`config.mk`:
```
export PLATFORM = sky130hd
export DESIGN_NAME = serial_add
export DESIGN_NICKNAME = d
export VERILOG_FILES = /design/src/rtl/serial_add_pkg.sv /design/src/rtl/full_add_cell.sv /design/src/rtl/half_add.sv /design/src/rtl/serial_add.sv
export SDC_FILE = /design/constraint.sdc
export NUM_CORES = 1
export LEC_CHECK = 0
export ABC_AREA = 0
export BUFFER_PORTS_ARGS = -buffer_cell sky130_fd_sc_hd__buf_2
export CAP_MARGIN = 15
export CORE_AREA = 2 2 79 81
export CTS_BUF_LIST = sky130_fd_sc_hd__clkbuf_2
export CTS_CLUSTER_SIZE = 14
export DETAILED_ROUTE_END_ITERATION = 6
export DIE_AREA = 0 0 81 83
export HOLD_SLACK_MARGIN = 0.03
export PLACE_DENSITY_LB_ADDON = 0.08
export SLEW_MARGIN = 25
export SYNTH_ARGS = -nofsm -noshare
export SYNTH_HDL_FRONTEND = slang
export SYNTH_SLANG_ARGS = --single-unit
export TNS_END_PERCENT = 20
```
`constraint.sdc`:
```
create_clock -name clk -period 1.7 [get_ports clk]
set_input_delay 0.34 -clock clk [delete_from_list [all_inputs] [get_ports clk]]
set_output_delay 0.34 -clock clk [all_outputs]
set_load 0.02 [all_outputs]
```
`src/rtl/serial_add_pkg.sv`:
```
// rtl/serial_add_pkg.sv - shared state encoding and default width for serial_add
package serial_add_pkg;

    localparam int WIDTH_DEFAULT = 8;

    typedef enum logic [1:0] {
        ST_IDLE = 2'd0,
        ST_RUN  = 2'd1,
        ST_DONE = 2'd2
    } state_t;

endpackage

```
`src/rtl/full_add_cell.sv`:
```
// rtl/full_add_cell.sv - combinational full adder from two half adders and an OR
module full_add_cell (
    input  logic a,
    input  logic b,
    input  logic ci,
    output logic s,
    output logic co
);

    logic s1;
    logic c1;
    logic c2;

    half_add u_ha0 (.a(a),  .b(b),  .s(s1), .c(c1));
    half_add u_ha1 (.a(s1), .b(ci), .s(s),  .c(c2));

    assign co = c1 | c2;

endmodule

```
`src/rtl/half_add.sv`:
```
// rtl/half_add.sv - single-bit half adder
module half_add (
    input  logic a,
    input  logic b,
    output logic s,
    output logic c
);

    assign s = a ^ b;
    assign c = a & b;

endmodule

```
`src/rtl/serial_add.sv`:
```
// rtl/serial_add.sv - bit-serial adder, one full-add cell per cycle, LSB first
module serial_add
    import serial_add_pkg::*;
#(
    parameter int WIDTH = WIDTH_DEFAULT
) (
    input  logic             clk,
    input  logic             rst,
    input  logic             start,
    input  logic [WIDTH-1:0] a,
    input  logic [WIDTH-1:0] b,
    input  logic             cin,
    output logic             busy,
    output logic             done,
    output logic [WIDTH-1:0] s,
    output logic             cout
);

    localparam int CW = (WIDTH > 1) ? $clog2(WIDTH) : 1;

    state_t           state_q, state_d;
    logic [CW-1:0]    cnt_q, cnt_d;
    logic [WIDTH-1:0] acc_q, acc_d;
    logic [WIDTH-1:0] opb_q, opb_d;
    logic             carry_q, carry_d;
    logic [WIDTH-1:0] s_q, s_d;
    logic             cout_q, cout_d;
    logic             fa_s;
    logic             fa_co;

    // acc_q holds operand A; each sum bit enters at the MSB as A's bits leave at the LSB,
    // so after WIDTH shifts it holds the complete result.
    full_add_cell u_fa (
        .a  (acc_q[0]),
        .b  (opb_q[0]),
        .ci (carry_q),
        .s  (fa_s),
        .co (fa_co)
    );

    always_comb begin
        state_d = state_q;
        cnt_d   = cnt_q;
        acc_d   = acc_q;
        opb_d   = opb_q;
        carry_d = carry_q;
        s_d     = s_q;
        cout_d  = cout_q;
        case (state_q)
            ST_IDLE: begin
                if (start) begin
                    acc_d   = a;
                    opb_d   = b;
                    carry_d = cin;
                    cnt_d   = '0;
                    state_d = ST_RUN;
                end
            end
            ST_RUN: begin
                acc_d   = {fa_s, acc_q[WIDTH-1:1]};
                opb_d   = {1'b0, opb_q[WIDTH-1:1]};
                carry_d = fa_co;
                cnt_d   = cnt_q + CW'(1);
                if (cnt_q == CW'(WIDTH - 1)) begin
                    s_d     = {fa_s, acc_q[WIDTH-1:1]};
                    cout_d  = fa_co;
                    state_d = ST_DONE;
                end
            end
            ST_DONE: begin
                state_d = ST_IDLE;
            end
            default: begin
                state_d = ST_IDLE;
            end
        endcase
    end

    always_ff @(posedge clk or posedge rst) begin
        if (rst) begin
            state_q <= ST_IDLE;
            cnt_q   <= '0;
            acc_q   <= '0;
            opb_q   <= '0;
            carry_q <= 1'b0;
            s_q     <= '0;
            cout_q  <= 1'b0;
        end else begin
            state_q <= state_d;
            cnt_q   <= cnt_d;
            acc_q   <= acc_d;
            opb_q   <= opb_d;
            carry_q <= carry_d;
            s_q     <= s_d;
            cout_q  <= cout_d;
        end
    end

    assign busy = (state_q != ST_IDLE);
    assign done = (state_q == ST_DONE);
    assign s    = s_q;
    assign cout = cout_q;

endmodule

```
Yosys cells after proc, flatten, opt, wreduce, memory -nomap -nowiden
Cells that the tools add are included.
Word-level totals
  bits in registers: 31
  bits of input ports: 20
  output and inout bits: 11
  logic and storage cells: 35
Operators by class
  add/subtract/negate cells: 1
  eq/ne operators: 5
  muxes and demuxes: 11
  bitwise logic cells: 5
  reduce and logical (&&, ||, !) cells: 6
Operators by type and width (number)
  8-bit one-hot mux with 2 select lines: 2
  8-bit two-way mux: 2
  3-bit one-hot mux with 2 select lines: 1
  2-bit AND reduction: 3
  2-bit two-way mux: 2
  2-bit != test (second input constant): 2
  2-bit one-hot mux with 2 select lines: 1
  2-bit nonzero test: 2
  3-bit by 1-bit adder with 3-bit output (second input constant): 1
  3-bit == test (second input constant): 1
  3-bit two-way mux: 1
  1-bit AND: 2
  2-bit by 1-bit == test with 1-bit output (second input constant): 1
  2-bit == test (second input constant): 1
  2-bit zero test: 1
  1-bit one-hot mux with 2 select lines: 1
  1-bit XOR: 2
  1-bit two-way mux: 1
  1-bit bitwise OR: 1

Longest topological paths before layout
  word-level depth: 4
  mapped depth: 5
  mapped depth without buffers: 4

Cells and area by module
A second synthesis with hierarchy kept.
Second synthesis, totals
  cell total of the unflattened synthesis: 126
  area total of the unflattened synthesis: 1500.2 um2
Modules (own cells, without submodules)
  serial_add: instances 1, cells an instance 123, area an instance 1468.9 um2
  half_add: instances 2, cells an instance 1, area an instance 12.5 um2
  full_add_cell: instances 1, cells an instance 1, area an instance 6.3 um2

Worst setup path before layout
OpenSTA, ideal clock, no wires.
  path type: register to register
  start: register cnt_q[0]
  end: register cout_q (netlist: cout)
  setup time: 0.125 ns
  data arrival time: 1.295 ns
  slack: 0.280 ns
  cell stages (with the launch flop): 6
  buffers on the path: 1
  period minus slack after synthesis: 1.420 ns
  cells stage by stage: dfrtp_1 > ha_1 > ha_1 > nand3b_4 > buf_6 > mux2_4
On the way
  word-level cells in the longest chain between the ends: 2
Ends and longest elaborated chain
  start, declared: line serial_add.sv:22  | logic [CW-1:0] cnt_q, cnt_d;
  start signal, assigned: line serial_add.sv:90  | cnt_q <= cnt_d;
  3-bit == test: line serial_add.sv:64  | if (cnt_q == CW'(WIDTH - 1)) begin
  2-bit AND reduction (no source line)
  end signal, assigned: line serial_add.sv:95  | cout_q <= cout_d;
  end, declared: line serial_add.sv:27  | logic cout_q, cout_d;
Every way passes these cells.
A chain may end at the register's enable or synchronous reset.

Final worst setup path
  start: register state_q[0]
  end: output port done
On the way
  word-level cells in the longest chain between the ends: 1
Ends and longest elaborated chain
  start, declared: line serial_add.sv:21  | state_t state_q, state_d;
  start signal, assigned: line serial_add.sv:89  | state_q <= state_d;
  2-bit == test: line serial_add.sv:100  | assign done = (state_q == ST_DONE);
  end, declared: line serial_add.sv:14  | output logic done,
Every way passes these cells.

==> flow_metrics.py <==
metrics = {
    "floorplanning": {
        "placementRows": 28,
        "start_util": 0.296,
        "io_pins": 31,
        "die_area_um2": 6720,
        "core_region_area_um2": 5820,
        "die_h_um": 83,
        "chipWidth_um": 81,
    },
    "global_routing": {
        "grt_overflow_total": 0,
        "antenna_found_initial": 0,
        "track_usage": 0.114,
        "grt_use_met1": 0.149,
        "grt_pass1_vias": 1184,
        "grt_use_met2": 0.173,
        "grt.busiest_layer": "met2",
        "grt_use_met3": 0.0370,
        "grt_max_degree": 32,
        "grt_pass1_wl_mm": 5.89,
    },
    "clocking": {
        "cts.sinks": 31,
        "clockRootBuffer": "clkbuf_2",
        "cts_tree": "yes",
        "cts_buffers": 5,
        "path_clk_slew_ns": 0.18,
        "ctsLongestPathBuffers": 2,
        "htreeDepth": 2,
        "clk_latency_ns": 0.38,
    },
    "timing": {
        "fin_crit_sh": 0.960,
        "rsz0062_at_grt": "true",
        "setup_ws_ns": 0.0687,
        "fin_skew_ns": 0.0210,
        "slew-limit-headroom": 0.505,
        "tightest_slew_ns": 0.741,
        "finalSetupViolations": 0,
        "finalHoldViolCount": 0,
        "max_freq_ghz": 0.613,
        "drv_slew": 0,
        "min_period_ns": 1.63,
    },
    "final_layout": {
        "num_antenna_cells": 0,
        "stdcell_count": 242,
        "drive_above_1_share": 0.527,
        "finalNetCount": 189,
        "syn_to_final_growth_pct": 18.2,
        "fin_util": 0.350,
    },
    "logic_synthesis": {
        "synth-simple-area-share": 0.189,
        "synth-seq-cells": 31,
        "syn-instance-count": 132,
        "ys_types": 25,
        "synthesis.nets": 155,
        "synth-xor-area-share": 0,
        "synth-edff-count": 0,
        "synth_top_family_by_area": "simple AND/OR/NAND/NOR gates",
        "synth_seq_area_share": 0.450,
        "synth_mux_area_frac": 0.0850,
        "yosysTopAreaCellShare": 0.450,
        "ys_async_sr_fraction": 1.00,
        "yosys_warnings": 0,
        "synthFlopType": "dfrtp_1",
        "synth_compound_area_frac": 0.158,
        "synth_area_leaders": "dfrtp_1, nor4b_2, a221oi_2",
        "avgSynthCellArea_um2": 13.1,
        "syn_area_um2": 1720,
        "yosys.area_share.adder": 0.0261,
        "synth_area_leader_cell": "dfrtp_1",
    },
    "route": {
        "first_pass_iters": 4,
        "vias": 1130,
        "post_drt_wl_per_cell_um": 14.6,
        "ant_nets": 0,
        "drc": 0,
        "routed_via_density": 4.67,
        "drt_iter0_markers": 35,
        "routed_wl_mm": 3.53,
    },
    "power_and_ir_drop": {
        "power_density_nw_per_um2": 1730,
        "peakVddDrop_v": 0.000574,
        "power_mw": 3.53,
        "cellLeakagePower_nw": 0.938,
    },
    "placement": {
        "port_buffers": 30,
        "pre_cts_ws_ns": 0.251,
        "gp_congestion": 0.664,
        "dp_cells": 232,
        "place_hpwl_mm": 2.39,
    },
    "setup_path": {
        "critical_path_arrival_ns": 1.29,
        "critPathMaxFanout": 20,
        "critical_path_required_ns": 1.36,
        "start_kind": "flip-flop",
        "crit_path_end_kind": "output pin",
        "setup.worst_path.class": "flip-flop to output pin",
    },
    "run": {
        "cap_violations": 0,
    },
    "hold_path": {
        "holdCritPathClass": "primary input to flip-flop",
    },
    "status": {
        "status": "finished clean",
    },
}
-- synthesized netlist by cell type, types with 2 or more instances --
master,number
buf_2,7
a222oi_1,2
buf_6,4
a22o_1,2
nor3b_1,2
nor4b_2,13
nor2b_1,4
nand2b_1,2
ha_1,2
a221oi_2,12
inv_1,18
dfrtp_1,31
nor2_1,13
mux2_4,9
-- critical path, stage by stage, from the launching register on --
cell and delay, ns:
dfrtp_2 0.48, buf_12 0.17, nor2b_2 0.12, buf_4 0.14
-- routing by layer --
layer | wire [µm] | vias up
li1 | - | 541
met1 | 1640 | 558
met2 | 1680 | 26
met3 | 145 | 5
met4 | 58 | 0
met5 | 0 | -
-- placed cells by master, fill, tap and decap left out, types with 2 or more instances in the layout --
master | netlist | routed
buf_4 | 1 | 8
clkbuf_2 | 0 | 5
ha_1 | 2 | 2
nor4b_2 | 13 | 13
buf_2 | 7 | 29
nor3b_1 | 2 | 2
nor2_1 | 13 | 12
dfrtp_1 | 31 | 29
a222oi_1 | 2 | 2
nor2b_1 | 4 | 3
a221oi_2 | 12 | 12
mux2_4 | 9 | 9
inv_1 | 18 | 18
a22o_1 | 2 | 2
dfrtp_2 | 0 | 2
nand2b_1 | 2 | 2
-- flip-flops by register name, summed over array words and instances (netlist names) --
register,count
carry_q,1
state_q,2
opb_q,8
cnt_q,3
s,8
acc_q,8
cout,1
-- worst paths after layout --
check | start | endpoint | slack (ns) | cells past startpoint
max | state_q[0] | done | 0.07 | 3
min | b[7] | opb_q[7] | 0.21 | 2
max reg2reg | state_q[0] | cnt_q[0] | 0.14 | 3
min reg2reg | opb_q[7] | opb_q[7] | 0.52 | 1
max in group asynchronous | rst | state_q[0] | 0.82 | 4
min in group asynchronous | rst | s[4] | 0.55 | 4
-- final cells by class --
cell class / instances / area [µm²]
clock buffer: 5 / 25.0
sequential: 31 / 778
fill: 612 / 3780
timing repair buffer: 39 / 235
tap: 75 / 93.8
multi-input combinational: 70 / 793
clock inverter: 3 / 38.8
inverter: 19 / 71.3
-- what timing repair did --
action                                 4_1_cts  5_1_grt
resized for setup                            3        5
setup buffers                                1        0
setup endpoints to repair                    1        2
endpoints found under the hold margin       27        0
hold buffers                                 1        0
-- kinds of logic (layout without fill, tap and decap cells) --
family | count (synthesis) | after routing
AO/OA/AOI/OAI | 21 | 21
adder cells (fa/ha/maj) | 3 | 3
buffers and inverters | 31 | 66
flip-flops | 31 | 31
multiplexers | 10 | 10
AND/OR/NAND/NOR | 36 | 36
-- stage by stage --
step           TNS (ns)  hold WS, ns  area, µm²
2_1_floorplan         0        0.444       1720
3_3_place_gp          0        0.450       1930
3_5_place_dp          0        0.458       1930
4_1_cts               0        0.190       2020
5_1_grt        -0.00673        0.174       2040
6_report              0        0.205       2040
-- report_power, final --
part | internal [mW] | leakage, nW | switching, mW | total [mW]
clock network | 0.242 | 0.0404 | 0.287 | 0.530
logic | 0.833 | 0.549 | 0.866 | 1.70
registers | 1.08 | 0.349 | 0.221 | 1.30
total | 2.16 | 0.938 | 1.37 | 3.53
Power figures use the tool's default switching activity.
